## config.mk

```make
export PLATFORM = sky130hd
export DESIGN_NAME = detector_stream_sequencer
export DESIGN_NICKNAME = d
export VERILOG_FILES = /design/src/rtl/detector_stream_sequencer.sv
export SDC_FILE = /design/constraint.sdc
export NUM_CORES = 1
export LEC_CHECK = 0
export CAP_MARGIN = 20
export CORE_MARGIN = 3
export CORE_UTILIZATION = 55
export DETAILED_ROUTE_END_ITERATION = 6
export PLACE_DENSITY = 0.84
export SLEW_MARGIN = 20
export SYNTH_ARGS = -nofsm -noshare
export SYNTH_HDL_FRONTEND = slang
export SYNTH_SLANG_ARGS = --single-unit
export TNS_END_PERCENT = 50
```

## constraint.sdc

```tcl
create_clock -name clk -period 3.8 [get_ports clk]
set_clock_uncertainty 0.1 [all_clocks]
set_input_delay 0.57 -clock clk [delete_from_list [all_inputs] [get_ports clk]]
set_output_delay 0.57 -clock clk [all_outputs]
set_load 0.05 [all_outputs]
```

## src/rtl/detector_stream_sequencer.sv

```systemverilog
// Power-up sequencer and whole-frame gate for the thermal detector stream,
// with a small Avalon-MM register slave and a frame-done/timeout interrupt.
module detector_stream_sequencer #(
  parameter int RST_CYCLES     = 1000,
  parameter int SETTLE_CYCLES  = 50000,
  parameter int TIMEOUT_CYCLES = 2000000
) (
  input  logic        clk,
  input  logic        rst_n,
  input  logic [2:0]  av_address,
  input  logic        av_read,
  input  logic        av_write,
  input  logic [31:0] av_writedata,
  output logic [31:0] av_readdata,
  input  logic        din_startofpacket,
  input  logic        din_endofpacket,
  input  logic        din_valid,
  input  logic [13:0] din_data,
  output logic        dout_startofpacket,
  output logic        dout_endofpacket,
  output logic        dout_valid,
  output logic [13:0] dout_data,
  output logic        dd_nrst,
  output logic        dd_i2cad,
  output logic        irq
);

  localparam int PH_MAX = (RST_CYCLES > SETTLE_CYCLES) ? RST_CYCLES : SETTLE_CYCLES;
  localparam int CW = $clog2(PH_MAX + 1);
  localparam int TW = $clog2(TIMEOUT_CYCLES + 1);
  localparam logic [CW-1:0] RST_LAST    = CW'(RST_CYCLES - 1);
  localparam logic [CW-1:0] SETTLE_LAST = CW'(SETTLE_CYCLES - 1);
  localparam logic [TW-1:0] TO_LAST     = TW'(TIMEOUT_CYCLES - 1);
  localparam logic [23:0]   LEN_MAX     = 24'hFFFFFF;

  typedef enum logic [2:0] {
    S_IDLE   = 3'd0,
    S_RESET  = 3'd1,
    S_SETTLE = 3'd2,
    S_SYNC   = 3'd3,
    S_STREAM = 3'd4
  } state_t;

  state_t        state_reg;
  logic [CW-1:0] phase_cnt_reg;
  logic [TW-1:0] to_cnt_reg;
  logic          go_reg, single_reg, i2cad_reg;
  logic [15:0]   nframes_reg, shot_cnt_reg;
  logic          timeout_err_reg, irq_en_reg, irq_pending_reg;
  logic [31:0]   frames_reg;
  logic [23:0]   lastlen_reg, len_reg;

  logic [7:0] wr_sel;
  genvar gi;
  generate
    for (gi = 0; gi < 8; gi++) begin : g_wr_sel
      assign wr_sel[gi] = av_write && (av_address == 3'(gi));
    end
  endgenerate

  logic unused_bits;
  assign unused_bits = ^{av_writedata[31:16], wr_sel[7:5], wr_sel[3:2]};

  logic        live, stop_wr, start_wr, go_now, fwd, eop_fwd, to_hit, shot_end, frame_stop;
  logic [15:0] shot_next, nframes_eff;
  logic [23:0] len_now;
  logic [31:0] rd_word;

  always_comb begin
    live        = (state_reg == S_SYNC) || (state_reg == S_STREAM);
    stop_wr     = wr_sel[0] && !av_writedata[0];
    start_wr    = wr_sel[0] && av_writedata[0] && (state_reg == S_IDLE);
    // A stop written in the same cycle as an eop still ends on that eop.
    go_now      = go_reg && !stop_wr;
    fwd         = din_valid && (((state_reg == S_SYNC) && din_startofpacket && !stop_wr) ||
                                (state_reg == S_STREAM));
    eop_fwd     = fwd && din_endofpacket;
    to_hit      = live && !din_valid && (to_cnt_reg == TO_LAST);
    shot_next   = shot_cnt_reg + 16'd1;
    nframes_eff = (nframes_reg == 16'd0) ? 16'd1 : nframes_reg;
    shot_end    = single_reg && (shot_next >= nframes_eff);
    frame_stop  = eop_fwd && (shot_end || !go_now);
    len_now     = (len_reg == LEN_MAX) ? LEN_MAX : len_reg + 24'd1;
  end

  always_comb begin
    rd_word = 32'd0;
    case (av_address)
      3'd0:    rd_word = {29'd0, i2cad_reg, single_reg, go_reg};
      3'd1:    rd_word = {16'd0, nframes_reg};
      3'd2:    rd_word = {27'd0, timeout_err_reg, 1'b0, state_reg};
      3'd3:    rd_word = frames_reg;
      3'd4:    rd_word = {30'd0, irq_pending_reg, irq_en_reg};
      3'd5:    rd_word = {8'd0, lastlen_reg};
      default: rd_word = 32'd0;
    endcase
  end

  assign dd_i2cad = i2cad_reg;
  assign irq      = irq_en_reg & irq_pending_reg;

  always_ff @(posedge clk or negedge rst_n) begin
    if (!rst_n) begin
      state_reg          <= S_IDLE;
      phase_cnt_reg      <= '0;
      to_cnt_reg         <= '0;
      go_reg             <= 1'b0;
      single_reg         <= 1'b0;
      i2cad_reg          <= 1'b0;
      nframes_reg        <= 16'd0;
      shot_cnt_reg       <= 16'd0;
      timeout_err_reg    <= 1'b0;
      irq_en_reg         <= 1'b0;
      irq_pending_reg    <= 1'b0;
      frames_reg         <= 32'd0;
      lastlen_reg        <= 24'd0;
      len_reg            <= 24'd0;
      av_readdata        <= 32'd0;
      dout_startofpacket <= 1'b0;
      dout_endofpacket   <= 1'b0;
      dout_valid         <= 1'b0;
      dout_data          <= 14'd0;
      dd_nrst            <= 1'b0;
    end else begin
      if (wr_sel[0]) begin
        single_reg <= av_writedata[1];
        i2cad_reg  <= av_writedata[2];
        if (state_reg == S_IDLE)
          go_reg <= av_writedata[0];
        else if (!av_writedata[0])
          go_reg <= 1'b0;
        if (av_writedata[0])
          timeout_err_reg <= 1'b0;
      end
      if (wr_sel[1])
        nframes_reg <= av_writedata[15:0];
      if (wr_sel[4]) begin
        irq_en_reg <= av_writedata[0];
        if (av_writedata[1])
          irq_pending_reg <= 1'b0;
      end
      if (av_read)
        av_readdata <= rd_word;

      dout_valid         <= fwd;
      dout_startofpacket <= fwd && din_startofpacket;
      dout_endofpacket   <= eop_fwd;
      if (fwd)
        dout_data <= din_data;

      if (!live)
        len_reg <= 24'd0;
      else if (fwd)
        len_reg <= din_endofpacket ? 24'd0 : len_now;

      // Pending-set events come after the clear write so that set wins.
      if (eop_fwd) begin
        frames_reg      <= frames_reg + 32'd1;
        lastlen_reg     <= len_now;
        shot_cnt_reg    <= shot_next;
        irq_pending_reg <= 1'b1;
      end
      if (start_wr) begin
        frames_reg   <= 32'd0;
        shot_cnt_reg <= 16'd0;
      end

      if (live && !din_valid)
        to_cnt_reg <= to_cnt_reg + 1'b1;
      else
        to_cnt_reg <= '0;
      if (to_hit) begin
        timeout_err_reg <= 1'b1;
        irq_pending_reg <= 1'b1;
      end
      if (to_hit || (eop_fwd && shot_end))
        go_reg <= 1'b0;

      case (state_reg)
        S_IDLE: begin
          dd_nrst <= 1'b0;
          if (start_wr) begin
            state_reg     <= S_RESET;
            phase_cnt_reg <= '0;
          end
        end
        S_RESET: begin
          if (stop_wr) begin
            state_reg <= S_IDLE;
          end else if (phase_cnt_reg == RST_LAST) begin
            state_reg     <= S_SETTLE;
            phase_cnt_reg <= '0;
            dd_nrst       <= 1'b1;
          end else begin
            phase_cnt_reg <= phase_cnt_reg + 1'b1;
          end
        end
        S_SETTLE: begin
          if (stop_wr) begin
            state_reg <= S_IDLE;
            dd_nrst   <= 1'b0;
          end else if (phase_cnt_reg == SETTLE_LAST) begin
            state_reg <= S_SYNC;
          end else begin
            phase_cnt_reg <= phase_cnt_reg + 1'b1;
          end
        end
        S_SYNC: begin
          if (stop_wr || to_hit || frame_stop) begin
            state_reg <= S_IDLE;
            dd_nrst   <= 1'b0;
          end else if (fwd) begin
            state_reg <= S_STREAM;
          end
        end
        S_STREAM: begin
          if (to_hit || frame_stop) begin
            state_reg <= S_IDLE;
            dd_nrst   <= 1'b0;
          end
        end
        default: begin
          state_reg <= S_IDLE;
          dd_nrst   <= 1'b0;
        end
      endcase
    end
  end

endmodule

```

==> results of run 1 <==
## layout make-up
| class | count | area, um2 | share of cell area |
|---|---|---|---|
| tap | 265 | 332 | 0.0257 |
| multi-input combinational | 889 | 5290 | 0.410 |
| clock inverter | 10 | 60.1 | 0.00465 |
| timing repair buffer | 118 | 1130 | 0.0875 |
| sequential | 208 | 5200 | 0.403 |
| clock buffer | 30 | 622 | 0.0481 |
| inverter | 74 | 278 | 0.0215 |
## power by group through the flow
stage	Combinational [mW]	Sequential (mW)	Clock, mW
final	0.588	2.45	2.05
after floorplan	0.336	2.48	0
after global placement	0.566	2.48	0
after global routing	0.651	2.46	2.16
after detailed placement	0.584	2.48	0
after CTS	0.590	2.44	2.07
## timing repair
action	4_1_cts	5_1_grt
gates resized for setup	0	4
setup endpoints to repair	0	4
setup buffers	0	0
## worst max-delay path by stage
stage                          startpoint      endpoint  slack (ns)  cells past startpoint
after global placement    shot_cnt_reg[0]       dd_nrst        0.26                     13
final                     shot_cnt_reg[0]  state_reg[1]        0.27                     13
after floorplan           shot_cnt_reg[0]       dd_nrst        0.49                     14
after CTS                 shot_cnt_reg[0]       dd_nrst        0.13                     13
after global routing      shot_cnt_reg[0]  state_reg[1]        0.04                     13
after detailed placement  shot_cnt_reg[0]       dd_nrst        0.21                     13
## cell usage in the layout, fill, tap and decap left out, drive strengths merged, types with 10 or more instances in the layout
master / instances
and3: 25
nand2: 155
or4: 10
inv: 74
o21ai: 98
a21oi: 70
dfrtp: 208
or3: 15
xor2: 31
a22oi: 13
a31oi: 28
nand4: 16
xnor2: 44
mux2i: 14
ha: 21
buf: 27
clkbuf: 31
clkdlybuf4s50: 90
nand3: 40
nor4: 11
o22ai: 21
nor2: 136
nor3: 27
## metrics by stage
stage               worst slack, ns   util
finish                        0.274  0.659
global route                 0.0372  0.659
CTS                           0.126  0.659
detailed placement            0.209  0.624
global placement              0.258  0.623
floorplan                     0.490      -
## logic make-up (layout without fill, tap and decap cells)
kind of cell / Yosys count / count (layout)
and+or+nand+nor: 477 / 477
AOI/OAI and AO/OA: 297 / 297
DFF: 208 / 208
buffers and inverters: 138 / 232
xor gates and xnor gates: 75 / 75
adders and majority gates: 21 / 21
muxes: 19 / 19
## layer usage
metal  vias up  share of wire
met5         -              0
met4         0          0.022
met3        50          0.060
met2       325           0.49
met1      4624           0.43
li1       4472              -
## critical path, delay by kind of cell, from the launching register on
kind / cells / cell delay [ns]
adder cells (fa/ha/maj): 2 / 0.59
AO/OA/AOI/OAI: 4 / 0.77
flip-flops: 1 / 0.43
AND/OR/NAND/NOR: 6 / 1.30
XOR/XNOR: 1 / 0.18
==> results_dict.tcl, run 1 <==
set metrics [dict create \
    placed_area_um2 12200 \
    setup_violations 0 \
    nets 1391 \
    die_h_um 148 \
    wl_per_cell_um 17.2 \
    synth_adder_area_share 0.0238 \
    mappedNetlistArea_um2 11000 \
    fin_hold_ws_ns 0.0337 \
    r2r_slack_ns 0.27 \
    synthTopCellsByCount "dfrtp_1, nand2_1, nor2_1" \
    ant_nets 0 \
    reg2reg_to "state_reg[1]" \
    netlist_instances 1235 \
    crit_path_end_kind "flip-flop" \
    dieArea_um2 21800 \
    async_flop_share 1.00 \
    cts_max_level 1 \
    critPathMaxFanout 6 \
    grt_max_degree 100 \
    reg2reg_from "shot_cnt_reg[0]" \
    worst_ir_drop_vdd_uv 292 \
    p_sw_frac 0.276 \
    status "completed" \
    antennaDiodeCount 0 \
    crit_arrival_ns 3.80 \
    synth_nets 1312 \
    portBuffers 91 \
    synthFlopType "dfrtp_1" \
    drt_iter0_drc 853 \
    clk-insertion-delay-late_ns 0.51 \
    row_count 51 \
    cp-start-kind "flip-flop" \
    cp.required_ns 4.07 \
    pwr-share-seq 0.481 \
    gp_congestion 0.889 \
    syn_avg_cell_area_um2 8.93 \
    met3_usage 0.0343 \
    design_area_um2 12900 \
    yosysWarnings 0 \
    fillers 1572 \
    pwr-share-comb 0.116 \
    cts_tree "done" \
    tightest_slew_ns 0.794 \
    ys_seq_elements 208 \
    finalSetupTns_ns 0 \
    clkSinkCount 208 \
    p_per_area_nw_per_um2 394 \
    p_clk_frac 0.403 \
    cts_buffers 23 \
    synth_most_common_cell "dfrtp_1" \
    post-dp-hpwl_um 18800 \
    holdBufCountCts 0 \
    grt_util_met2 0.415 \
    totalWireLength_um 27500 \
    drive_gt1_frac 0.0685 \
    grt_pass1_wl_um 45400 \
    synthDominantCellAreaShare 0.472 \
    clk_pin_slew_ns 0.06 \
    yosysSeqAreaShare 0.472 \
    max_slew_margin 0.467 \
    first_global_vias 9066 \
    max_stage_delay_ns 0.54 \
    overflow 0 \
    dp_cells 1554 \
    met1_usage 0.350 \
    crit_chain "ha_1, nand3_1, or4_4, nor2_1, nand3_1, xnor2_2, ha_1, nand4_1, nor3_1, o21ai_0, o211a_1, o21ai_0, a31oi_1" \
    holdCritPathClass "input pin to asynchronous set/reset pin" \
    synth_top_family_by_area "simple AND/OR/NAND/NOR gates" \
    synthSimpleGateAreaFrac 0.209 \
    synth_compound_gate_area_share 0.167 \
    synthMuxAreaShare 0.0178 \
    slew_viol_final 0 \
    core_um2 19600 \
    power.switching_mw 1.40 \
    final-hold-violation-count 0 \
    crit_slowest_cell "or4_4" \
    initial_core_util 0.563 \
    drc 0 \
    max_freq_mhz 284 \
    finalCritPeriodShare 0.928 \
    rsz0062_at_grt "false" \
    grt_usage 0.250 \
    post-route-min-period_ns 3.53 \
    vias_per_cell 5.94 \
    r2r_cells 13 \
    p_int_mw 3.69 \
    dr.pass1.iters 5 \
    ys_types 75 \
    final_cells 1594 \
    maxCapViolations 0 \
    die_x_um 148 \
    antenna_found_initial 0 \
    pin_count 108 \
    power_leakage_nw 5.61 \
    cts-root-buf "clkbuf_16" \
    critPathKind "flip-flop to flip-flop" \
    synth_edf_count 0 \
    total_power_mw 5.09 \
    via_count 9471 \
    yosysTopAreaCell "dfrtp_1" \
    clockBufferDepth 3 \
    synth_area_leaders "dfrtp_1, nand2_1, nor2_1, o21ai_0, xnor2_1" \
    syn2layout_area_growth_pct 17.1 \
    synth_xor_area_frac 0.0596 \
    top_usage_layer "met2" \
]
No activity file was read; power rests on OpenSTA's default activity.
==> inputs of run 2 (changes only) <==
--- a/config.mk
+++ b/config.mk
@@ -6,7 +6,7 @@
 export NUM_CORES = 1
 export LEC_CHECK = 0
 export CAP_MARGIN = 20
-export CORE_MARGIN = 3
+export CORE_MARGIN = 2
 export CORE_UTILIZATION = 55
 export DETAILED_ROUTE_END_ITERATION = 6
 export PLACE_DENSITY = 0.84
==> results_dict.tcl, run 2 (synthesis gave the netlist of run 1 again) <==
set metrics [dict create \
    tightest_slew_ns 0.887 \
    final-hold-violation-count 0 \
    status "completed" \
    grt_pass1_wl_um 46500 \
    ant_nets 0 \
    rsz0062_at_grt "false" \
    crit_path_end_kind "flip-flop" \
    cts-root-buf "clkbuf_16" \
    clk_pin_slew_ns 0.06 \
    crit_family "simple AND/OR/NAND/NOR gates" \
    critPathBufInv 0 \
    vias_per_cell 5.98 \
    cp-start-kind "flip-flop" \
    mostFrequentLayoutCells "dfrtp_1, nand2_1, nor2_1" \
    max_stage_delay_ns 0.54 \
    row_count 51 \
    critPathKind "flip-flop to flip-flop" \
    wl_per_cell_um 17.4 \
    post_cts_buffers 0 \
    critPathMaxFanout 6 \
    post-route-min-period_ns 3.51 \
    slew_viol_final 0 \
    cts_max_level 1 \
    setup_violations 0 \
    first_global_vias 9316 \
    grt_usage 0.262 \
    via_count 9550 \
    drt_iter0_drc 926 \
    max_slew_margin 0.407 \
    max_freq_mhz 285 \
    utilization 0.661 \
    gp_congestion 0.856 \
    clockBufferDepth 3 \
    totalWireLength_um 27700 \
    die_x_um 146 \
    dp_cells 1555 \
    dieArea_um2 21200 \
    final_cells 1596 \
    die_h_um 146 \
    cp.required_ns 4.08 \
    design_area_um2 13000 \
    finalCritPeriodShare 0.922 \
    dr.pass1.iters 5 \
    overflow 0 \
    placed_area_um2 12200 \
    crit_chain "ha_1, nand3_1, or4_1, nor2_1, nand3_1, xnor2_1, ha_1, nand4_1, nor3_1, o21ai_0, o211a_1, o21ai_0, a31oi_1" \
    crit_arrival_ns 3.79 \
    post-dp-hpwl_um 18700 \
    clkSinkCount 208 \
    worst_ir_drop_vdd_uv 284 \
    drc 0 \
    initial_core_util 0.563 \
    final_common_cell "dfrtp_1" \
    nets 1392 \
    worst_slack_ns 0.295 \
    p_per_area_nw_per_um2 403 \
    cts_buffers 23 \
    maxCapViolations 0 \
    antennaDiodeCount 0 \
    core_um2 19600 \
    cts_tree "done" \
    clk-insertion-delay-late_ns 0.51 \
    portBuffers 91 \
    syn2layout_area_growth_pct 17.5 \
    preCtsSetupSlack_ns 0.202 \
    fin_hold_ws_ns 0.00196 \
    total_power_mw 5.21 \
    crit_slowest_cell "or4_1" \
    pin_count 108 \
    power_leakage_nw 5.62 \
    finalSetupTns_ns 0 \
    antenna_found_initial 0 \
    holdCritPathClass "input pin to asynchronous set/reset pin" \
    grt_max_degree 91 \
    drive_gt1_frac 0.0654 \
]
run 2: cell count changes in the layout (fill, tap and decap cells not counted), sizes merged:
cell / change
clkinvlp: -1
bufinv: +1
clkinv: -5
buf: +1
inv: -1
clkbuf: +7
run 2: report_power, final:
part / internal, mW / total (mW) / switching, mW / leakage, nW
registers: 2.31 / 2.45 / 0.135 / 2.85
logic: 0.216 / 0.587 / 0.371 / 2.42
clock network: 1.28 / 2.18 / 0.896 / 0.356
run 2: routing by layer:
metal / vias up / share of wire / track usage
li1: 4478 / - / -
met1: 4648 / 0.43 / 0.358
met2: 353 / 0.48 / 0.430
met3: 71 / 0.066 / 0.0361
met4: 0 / 0.033 / 0.0936
met5: - / 0 / 0
run 2: layout make-up:
cell class                      instances  area [um2]
Clock buffer                           37         678
Clock inverter                          4        45.0
Fill cell                            1565        6640
Inverter                               74         278
Multi-Input combinational cell        889        5280
Sequential cell                       208        5200
Tap cell                              265         332
Timing Repair Buffer                  119        1140
run 2: what timing repair did:
action,4_1_cts,5_1_grt
hold buffers,0,0
resized for setup,0,2
setup endpoints to repair,0,3
run 2: worst paths after layout:
check                           startpoint               to  slack, ns  depth (start not counted)
max                        shot_cnt_reg[0]     state_reg[1]       0.29                         13
min                                  rst_n  shot_cnt_reg[6]      0.002                          1
max reg2reg                shot_cnt_reg[0]     state_reg[1]       0.29                         13
min reg2reg                   dout_data[0]     dout_data[0]       0.37                          2
max in group asynchronous            rst_n   frames_reg[25]       2.53                          2
min in group clk              dout_data[0]     dout_data[0]       0.37                          2
